<file path="config.mk">
export PLATFORM = sky130hd
export DESIGN_NAME = fpu8_op_scheduler
export DESIGN_NICKNAME = d
export VERILOG_FILES = /design/src/rtl/fpu8_pkg.sv /design/src/rtl/EXCEPTION_MODULE.sv /design/src/rtl/fpu8_op_scheduler_rr_arbiter2.sv /design/src/rtl/fpu8_op_scheduler.sv
export SDC_FILE = /design/constraint.sdc
export NUM_CORES = 1
export LEC_CHECK = 0
export CORE_MARGIN = 2
export CORE_UTILIZATION = 30
export CTS_BUF_LIST = sky130_fd_sc_hd__clkbuf_8 sky130_fd_sc_hd__clkbuf_16
export CTS_CLUSTER_DIAMETER = 60
export DETAILED_ROUTE_END_ITERATION = 7
export DONT_BUFFER_PORTS = 1
export GPL_TIMING_DRIVEN = 0
export SYNTH_ARGS = -nofsm -noshare
export SYNTH_HDL_FRONTEND = slang
export SYNTH_SLANG_ARGS = --single-unit
</file>
<file path="constraint.sdc">
create_clock -name clk -period 2.2 [get_ports clk]
set_clock_uncertainty 0.15 [all_clocks]
set_input_delay 0.44 -clock clk [delete_from_list [all_inputs] [get_ports clk]]
set_output_delay 0.44 -clock clk [all_outputs]
set_load 0.05 [all_outputs]
</file>
<file path="src/rtl/fpu8_pkg.sv">
// Shared definitions for the 8-bit FPU scheduling slice: op codes, NaN encoding,
// exception codes, scheduler state and the captured-request record.
package fpu8_pkg;

    localparam logic [1:0] OP_ADD = 2'd0;
    localparam logic [1:0] OP_SUB = 2'd1;
    localparam logic [1:0] OP_MUL = 2'd2;
    localparam logic [1:0] OP_DIV = 2'd3;

    // 1-4-3 format: all-ones exponent and mantissa is the only NaN encoding
    localparam logic [7:0] NAN_0 = 8'h7F;

    localparam logic [2:0] EXC_NONE      = 3'd0;
    localparam logic [2:0] EXC_NAN_IN    = 3'd1;
    localparam logic [2:0] EXC_DIV_ZERO  = 3'd2;
    localparam logic [2:0] EXC_INVALID   = 3'd3;
    localparam logic [2:0] EXC_OVERFLOW  = 3'd4;
    localparam logic [2:0] EXC_UNDERFLOW = 3'd5;
    localparam logic [2:0] EXC_TIMEOUT   = 3'd7;

    typedef enum logic [2:0] {
        S_IDLE,
        S_CHECK,
        S_EXEC,
        S_WAIT,
        S_RESP
    } sched_state_t;

    typedef struct packed {
        logic       id;
        logic [1:0] op;
        logic [7:0] in0;
        logic [7:0] in1;
    } sched_req_t;

    function automatic logic is_nan(input logic [7:0] v);
        return v[6:0] == 7'h7F;
    endfunction

    function automatic logic is_zero(input logic [7:0] v);
        return v[6:0] == 7'h00;
    endfunction

endpackage

</file>
<file path="src/rtl/EXCEPTION_MODULE.sv">
// Pre-launch operand screen: flags NaN inputs and division by zero so the
// scheduler can answer without occupying the arithmetic core.
module EXCEPTION_MODULE
    import fpu8_pkg::*;
(
    input  logic [1:0] op,
    input  logic [7:0] in0,
    input  logic [7:0] in1,
    output logic       exc,
    output logic [2:0] exc_code
);

    always_comb begin
        exc      = 1'b0;
        exc_code = EXC_NONE;
        if (is_nan(in0) || is_nan(in1)) begin
            exc      = 1'b1;
            exc_code = EXC_NAN_IN;
        end else if (op == OP_DIV && is_zero(in1)) begin
            // 0/0 has no meaningful value, x/0 is a plain divide-by-zero
            exc      = 1'b1;
            exc_code = is_zero(in0) ? EXC_INVALID : EXC_DIV_ZERO;
        end
    end

endmodule

</file>
<file path="src/rtl/fpu8_op_scheduler_rr_arbiter2.sv">
// Two-way round-robin grant; the pointer remembers the last served requester
// and only moves when the scheduler finishes an operation.
module rr_arbiter2 (
    input  logic       clk,
    input  logic       rst_n,
    input  logic [1:0] req,
    input  logic       upd,
    input  logic       upd_id,
    output logic [1:0] grant,
    output logic       grant_id
);

    logic last;

    always_comb begin
        grant    = 2'b00;
        grant_id = 1'b0;
        if (req == 2'b11) begin
            grant_id = ~last;
            grant    = last ? 2'b01 : 2'b10;
        end else if (req[1]) begin
            grant_id = 1'b1;
            grant    = 2'b10;
        end else if (req[0]) begin
            grant    = 2'b01;
        end
    end

    // reset to 1 so requester 0 wins the first contested grant
    always_ff @(posedge clk or negedge rst_n) begin
        if (!rst_n)   last <= 1'b1;
        else if (upd) last <= upd_id;
    end

endmodule

</file>
<file path="src/rtl/fpu8_op_scheduler.sv">
// Shares one 8-bit FPU core between two requesters: round-robin accept, operand
// screening, single-pulse launch with timeout, and a registered response.
module fpu8_op_scheduler
    import fpu8_pkg::*;
#(
    parameter int TIMEOUT = 15
) (
    input  logic        clk,
    input  logic        rst_n,
    input  logic [1:0]  req_valid,
    output logic [1:0]  req_ready,
    input  logic [3:0]  req_op,
    input  logic [15:0] req_in0,
    input  logic [15:0] req_in1,
    output logic        rsp_valid,
    input  logic        rsp_ready,
    output logic        rsp_id,
    output logic [7:0]  rsp_result,
    output logic        rsp_exc,
    output logic [2:0]  rsp_exc_code,
    output logic        ex_start,
    output logic [1:0]  ex_op,
    output logic [7:0]  ex_in0,
    output logic [7:0]  ex_in1,
    input  logic        ex_done,
    input  logic [7:0]  ex_result,
    input  logic [2:0]  ex_flags,
    output logic [7:0]  exc_count
);

    localparam int CW = (TIMEOUT < 1) ? 1 : $clog2(TIMEOUT + 1);

    sched_state_t   state;
    sched_req_t     cap;
    logic [CW-1:0]  cnt;
    logic [1:0]     grant;
    logic           grant_id;
    logic           chk_exc;
    logic [2:0]     chk_code;
    logic           rsp_hs;

    rr_arbiter2 u_arb (
        .clk      (clk),
        .rst_n    (rst_n),
        .req      (req_valid),
        .upd      (rsp_hs),
        .upd_id   (rsp_id),
        .grant    (grant),
        .grant_id (grant_id)
    );

    EXCEPTION_MODULE u_exc (
        .op       (cap.op),
        .in0      (cap.in0),
        .in1      (cap.in1),
        .exc      (chk_exc),
        .exc_code (chk_code)
    );

    // gated by rst_n so every output reads zero while reset is held
    assign req_ready = (state == S_IDLE && rst_n) ? grant : 2'b00;
    assign rsp_hs    = (state == S_RESP) && rsp_ready;

    assign ex_op  = cap.op;
    assign ex_in0 = cap.in0;
    assign ex_in1 = cap.in1;

    always_ff @(posedge clk or negedge rst_n) begin
        if (!rst_n) begin
            state        <= S_IDLE;
            cap          <= '0;
            cnt          <= '0;
            ex_start     <= 1'b0;
            rsp_valid    <= 1'b0;
            rsp_id       <= 1'b0;
            rsp_result   <= 8'h00;
            rsp_exc      <= 1'b0;
            rsp_exc_code <= EXC_NONE;
            exc_count    <= 8'h00;
        end else begin
            case (state)
                S_IDLE: begin
                    if (|grant) begin
                        cap.id  <= grant_id;
                        cap.op  <= req_op[{grant_id, 1'b0} +: 2];
                        cap.in0 <= req_in0[{grant_id, 3'b000} +: 8];
                        cap.in1 <= req_in1[{grant_id, 3'b000} +: 8];
                        state   <= S_CHECK;
                    end
                end
                S_CHECK: begin
                    if (chk_exc) begin
                        rsp_valid    <= 1'b1;
                        rsp_id       <= cap.id;
                        rsp_result   <= NAN_0;
                        rsp_exc      <= 1'b1;
                        rsp_exc_code <= chk_code;
                        state        <= S_RESP;
                    end else begin
                        ex_start <= 1'b1;
                        state    <= S_EXEC;
                    end
                end
                S_EXEC: begin
                    ex_start <= 1'b0;
                    cnt      <= '0;
                    state    <= S_WAIT;
                end
                S_WAIT: begin
                    // ex_done takes priority over an expiring counter
                    if (ex_done) begin
                        rsp_valid    <= 1'b1;
                        rsp_id       <= cap.id;
                        rsp_result   <= ex_result;
                        rsp_exc      <= (ex_flags != EXC_NONE);
                        rsp_exc_code <= ex_flags;
                        state        <= S_RESP;
                    end else if (cnt == CW'(TIMEOUT)) begin
                        rsp_valid    <= 1'b1;
                        rsp_id       <= cap.id;
                        rsp_result   <= NAN_0;
                        rsp_exc      <= 1'b1;
                        rsp_exc_code <= EXC_TIMEOUT;
                        state        <= S_RESP;
                    end else begin
                        cnt <= cnt + CW'(1);
                    end
                end
                S_RESP: begin
                    if (rsp_ready) begin
                        rsp_valid <= 1'b0;
                        if (rsp_exc && exc_count != 8'hFF)
                            exc_count <= exc_count + 8'd1;
                        state <= S_IDLE;
                    end
                end
                default: state <= S_IDLE;
            endcase
        end
    end

endmodule

</file>
; ---- Yosys cells after proc, flatten, opt, wreduce, memory -nomap -nowiden
; Index checks and enable logic that the tools add are counted.
[totals]
n_memories = 0
latch_bits = 0
word_cells = 100
ram_bits = 0
in_bits = 53
mem_bits_ro = 0
regBits = 50
output_inout_bits = 43
[classes]
n_div = 0
shift = 3
n_reduce_logical = 21
n_eq_ne = 17
bitwise_logic = 1
add_sub_neg = 2
mul = 0
magnitude_cmp = 0
n_mux = 42
[ops]
columns = op, count
row1 = $shiftx 16x5->8, 2
row2 = $mux 3, 10
row3 = $mux 8, 3
row4 = $pmux 8 s2, 1
row5 = $mux 1, 15
row6 = $pmux 3 s5, 1
row7 = $eq 7x7->1 const B, 2
row8 = $logic_not 7->1, 2
row9 = $reduce_and 3->1, 4
row10 = $ne 2x2->1 const B, 5
row11 = $add 8x1->8 const B, 1
row12 = $mux 2, 4
row13 = $mux 4, 2
row14 = $ne 8x8->1 const B, 1
row15 = $pmux 4 s2, 1
row16 = $eq 3x2->1 const B, 2
row17 = $pmux 1 s2, 3
row18 = $pmux 3 s2, 1
row19 = $reduce_bool 2->1, 3
row20 = $reduce_bool 3->1, 2
row21 = $add 4x1->4 const B, 1
row22 = $eq 2x2->1 const B, 2
row23 = $eq 4x4->1 const B, 1
row24 = $logic_and 1x1->1, 4
row25 = other kinds (12), 13

; ---- Depth between registers and ports, before layout
[logic_depth]
word_depth = 6
ltp_mapped = 7

; ---- By module
; From an unflattened synthesis, not the netlist that was laid out.
[hier_totals]
cells_unflattened = 238
hier_area_um2 = 2802.7
[by_module_without_submodules]
columns = module, n_inst, cells_each, seq_area_each_um2, area_each_um2
row1 = fpu8_op_scheduler, 1, 214, 1226.2, 2638.8
row2 = EXCEPTION_MODULE, 1, 17, 0.0, 95.1
row3 = rr_arbiter2, 1, 7, 26.3, 68.8

; ---- Worst setup path after synthesis
; No wires, ideal clock.
[synth_path]
path_kind = input to output
start = input port req_valid[1]
end = output port req_ready[1]
path_slack_ps = -4
arrival_time_ps = 1614
n_path_buf = 1
stages = 3
cell_sequence = a21boi_1 > clkbuf_1 > and3_1
[synth_via]
elab_chain_cells = 3
elab_cells_between_ends = 4
classes_between = eq/ne (1) / mux (3)
[synth_lines]
columns = item, line
row1 = start: declaration, fpu8_op_scheduler.sv:10  ; input logic [1:0] req_valid,
row2 = $eq 2x2->1 or $mux 2 (tied branches), "fpu8_op_scheduler_rr_arbiter2.sv:18, fpu8_op_scheduler_rr_arbiter2.sv:21"
row3 = $mux 2 *, fpu8_op_scheduler_rr_arbiter2.sv:18  ; if (req == 2'b11) begin
row4 = $mux 2 *, fpu8_op_scheduler.sv:61  ; assign req_ready = (state == S_IDLE && rst_n) ? grant : 2'b00;
row5 = end: declaration, fpu8_op_scheduler.sv:11  ; output logic [1:0] req_ready,
; Every way passes the cells marked *; elsewhere a longest branch is shown, timed or not.

; ---- Worst setup path after layout
[layout_path]
start = register ex_in1[1] (netlist name)
end = register rsp_exc_code[0]
[layout_via]
elab_chain_cells = 6
elab_cells_between_ends = 12
classes_between = eq/ne (2) / mux (6) / reduce/logical (4)
[layout_lines]
columns = item, line
row1 = $logic_not 7->1, fpu8_pkg.sv:41  ; return v[6:0] == 7'h00;
row2 = $logic_and 1x1->1, EXCEPTION_MODULE.sv:19  ; end else if (op == OP_DIV && is_zero(in1)) begin
row3 = $mux 3 or $mux 1 (tied branches), EXCEPTION_MODULE.sv:19
row4 = $mux 3 or $mux 1 (tied branches), EXCEPTION_MODULE.sv:16  ; if (is_nan(in0) || is_nan(in1)) begin
row5 = $mux 3 or $ne 2x2->1 (tied branches), n/a
row6 = $pmux 3 s2 or $reduce_and 3->1 (tied branches), n/a
row7 = end signal: assignment, fpu8_op_scheduler.sv:97  ; rsp_exc_code <= chk_code;
row8 = end signal: assignment, fpu8_op_scheduler.sv:116  ; rsp_exc_code <= ex_flags;
row9 = end: declaration, fpu8_op_scheduler.sv:20  ; output logic [2:0] rsp_exc_code,
; Several ways; a longest one is shown, not always the timed one. The select of a mux whose other input is x is not followed.
; A chain may end at the register's enable or synchronous reset.

==> run metrics <==
VDD IR-drop max=0.000619 V; Inst Count DP=346; cell row count=33; fraction of power consumed by the clock network=0.132; wire length of the first global-routing pass=9200 µm; area of the mapped netlist=0.00248 mm²; Period minus WS final=2.10 ns; Layout Nets=312; vias after detailed routing=1,795; status=finished, final reports clean; Area Growth Syn to Fin=15.6%; max-slew headroom at the worst pin=0.596; cell count of the worst reg-to-reg path=6; switching share of power=0.506; number of iterations in the first detailed-routing pass=4; clock tree sinks=50; clock tree from TritonCTS=built; Max Transition Viols Final=0; max-cap viol count=0; antenna fix cells=0; ratio of final minimum period to clock period=0.955; flops & latches, synth=50; Synth Net Count=296; number of hold-slack violations in the final timing report=0; total global-route track usage=0.134; proportion of register bits with asynchronous set or reset after synthesis=1.00; Ys Warns=0; aggregate routed wire length=5800 µm; Clock H-tree levels=2; maximum count of clock buffers along a single path=2; CP Capture Type=flop; fraction of power consumed by sequential logic=0.439; sequence of cells on the critical path=or4_4, nor4_4, buf_4, nand3_1, a311oi_2, a21o_1; antenna-violating nets left=0; violation count after the first detailed-routing iteration=26; Core Region=0.00813 mm²; Data arrival, critical path=2.20 ns; met1 GRT Util=0.171; via count of the first global-routing pass=1,776; delay of the slowest critical-path stage=0.55 ns; number of instances in the synthesized netlist=241; initial standard-cell utilization of the core=0.305; NetSw=0.00243 W; Hold Crit Class=primary input to flop; total clock buffers created by CTS=5; overflow left after global routing=0; DR DRC count=0; mean instance size in the synthesized netlist=10.3 µm²; hold slack=0.0693 ns; total die area=0.00901 mm²; GR Layer Usage met3=0.0367; per-cell routed wire length=16.0 µm; Critical-path top delay cell=sky130_fd_sc_hd__or4_4; largest net degree at the start of global routing=51; power share of the combinational group=0.429; number of enable-type register cells in the synthesized netlist=0; source-to-sink clock delay at the later pin of the worst-skew pair=0.30 ns; ratio of total power to cell area=1680 mW/mm²; most utilized layer in the global route result=met2; routability congestion estimate from global placement=0.814; Layout Cells excl Fill=363; antenna violations before repair=0; unique cell type count in the Yosys netlist=44; worst setup path class=flop to flop; routing usage on met2=0.220; Critical Path Start Type=flop; vertical extent of the die=94.9 µm; I/O pins=96; measured slew at the worst slew-check pin=0.607 ns; Peak Freq=476 MHz; Max FO, Critical Path=4; post-CTS clock slew at the launch and capture registers of the worst setup and hold paths=0.10 ns; root buffer cell=sky130_fd_sc_hd__clkbuf_8; Worst Hold Depth=1; Port-buffer cells=0; Chip Width=94.9 µm; proportion of layout cells with a drive suffix above 1=0.229; detailed placement HPWL=4240 µm; Setup violations, final=0; Worst EP required=2.30 ns; leakage power=1.27 nW; commonest register cell after synthesis=sky130_fd_sc_hd__dfrtp_1; internal power=0.00237 W; sequential cell area fraction in the yosys report=0.505; via count normalized by instance count=4.94
## kinds of logic after synthesis
family / after synthesis / synth area share
compound gates: 52 / 0.138
flops: 50 / 0.505
xor+xnor: 9 / 0.0318
buf+inv: 34 / 0.0827
fa+ha+maj: 2 / 0.0101
mux: 20 / 0.0817
simple gates: 74 / 0.151
## power by group through the flow
| stage | combinational, W | sequential, W | clock (W) |
|---|---|---|---|
| 6_report | 0.00206 | 0.00211 | 0.000633 |
| 3_3_place_gp | 0.00188 | 0.00214 | 0 |
| 4_1_cts | 0.00196 | 0.00212 | 0.000663 |
| 3_5_place_dp | 0.00191 | 0.00214 | 0 |
| 5_1_grt | 0.00225 | 0.00218 | 0.000699 |
| 2_1_floorplan | 0.00169 | 0.00203 | 0 |
## registers in the layout, indices dropped and copies added (netlist names)
signal        count
rsp_valid         1
cnt               4
u_arb.last        1
ex_in1            8
rsp_exc_code      3
ex_op             2
ex_in0            8
exc_count         8
cap               1
rsp_id            1
ex_start          1
rsp_result        8
rsp_exc           1
state             3
## worst paths after layout
kind | from | endpoint | slack (ns)
worst max-delay path | ex_in1[1] | rsp_exc_code[0] | 0.1
worst min-delay path | rsp_ready | state[2] | 0.07
worst max register to register | ex_in1[1] | rsp_exc_code[0] | 0.1
worst min register to register | cnt[1] | cnt[1] | 0.39
max in group asynchronous | rst_n | u_arb.last | 1.13
min in group asynchronous | rst_n | exc_count[7] | 0.50
## routing by layer
metal,part of all wire,wire [µm]
met5,0,0
met4,0.016,94
met2,0.48,2810
met1,0.43,2510
met3,0.066,385
## synthesized netlist by cell type, drive strengths merged, types with 2 or more instances
| cell | n | area [µm²] |
|---|---|---|
| a21boi | 2 | 26.3 |
| a21oi | 23 | 115 |
| a31oi | 2 | 12.5 |
| buf | 22 | 160 |
| clkbuf | 5 | 18.8 |
| dfrtp | 49 | 1230 |
| ha | 2 | 25.0 |
| inv | 7 | 26.3 |
| mux2 | 2 | 22.5 |
| mux2i | 18 | 180 |
| nand2 | 9 | 33.8 |
| nand3 | 9 | 45.0 |
| nand3b | 2 | 15.0 |
| nand4 | 6 | 37.5 |
| nor2 | 34 | 128 |
| nor2b | 3 | 18.8 |
| nor3 | 4 | 25.0 |
| nor4 | 2 | 27.5 |
| o21ai | 8 | 40.0 |
| o22a | 7 | 61.3 |
| o41ai | 2 | 17.5 |
| xnor2 | 3 | 26.3 |
| xor2 | 6 | 52.6 |
## through the flow
step / total power [W] / area, µm² / utilization / setup TNS (ns) / setup slack (ns)
2_1_floorplan: 0.00372 / 2480 / - / 0 / 0.0473
3_3_place_gp: 0.00402 / 2610 / 0.321 / -0.430 / -0.217
3_5_place_dp: 0.00405 / 2610 / 0.321 / -0.485 / -0.217
4_1_cts: 0.00474 / 2780 / 0.342 / -0.00459 / -0.00459
5_1_grt: 0.00513 / 2870 / 0.353 / -0.0115 / -0.0115
6_report: 0.00480 / 2870 / 0.353 / 0 / 0.0983
## critical path, delay by kind of cell, from the launching register on
kind | cells | cell delay (ns)
simple gates | 3 | 0.88
buf+inv | 1 | 0.18
flops | 1 | 0.41
compound gates | 2 | 0.42
## final cells by class
cell class                 instances  area (µm²)
clock buffer                       5        68.8
tap                              105         131
clock inverter                     3        37.5
timing repair buffer               9        90.1
multi-input combinational        157        1060
fill                             841        5270
inverter                           7        26.3
buffer                            27         198
sequential                        50        1250
## timing repair
| item | in CTS | in global routing |
|---|---|---|
| setup buffers | 0 | 7 |
| pin swaps | 3 | 4 |
| setup endpoints to repair | 14 | 40 |
| hold endpoints to repair | 50 | 0 |
| gates resized for setup | 9 | 14 |
| hold buffers | 2 | 0 |
## cells in the final DEF (no fill, tap or decap), types with 2 or more instances in the layout
master and instances:
sky130_fd_sc_hd__a21oi_1 23, sky130_fd_sc_hd__nor3_1 3, sky130_fd_sc_hd__mux2_2 2, sky130_fd_sc_hd__xnor2_1 3, sky130_fd_sc_hd__a31oi_1 2, sky130_fd_sc_hd__mux2i_1 18, sky130_fd_sc_hd__nor2b_1 3, sky130_fd_sc_hd__nand3_1 9
sky130_fd_sc_hd__clkbuf_2 4, sky130_fd_sc_hd__ha_1 2, sky130_fd_sc_hd__buf_4 25, sky130_fd_sc_hd__nor2_1 32, sky130_fd_sc_hd__o22a_1 7, sky130_fd_sc_hd__nand3b_1 2, sky130_fd_sc_hd__nand2_1 9, sky130_fd_sc_hd__xor2_1 6
sky130_fd_sc_hd__dfrtp_1 47, sky130_fd_sc_hd__nand4_1 6, sky130_fd_sc_hd__dfrtp_2 2, sky130_fd_sc_hd__clkbuf_8 6, sky130_fd_sc_hd__buf_2 2, sky130_fd_sc_hd__o21ai_0 7, sky130_fd_sc_hd__inv_1 8, sky130_fd_sc_hd__nor2_4 2
No activity file was read; power rests on OpenSTA's default activity.
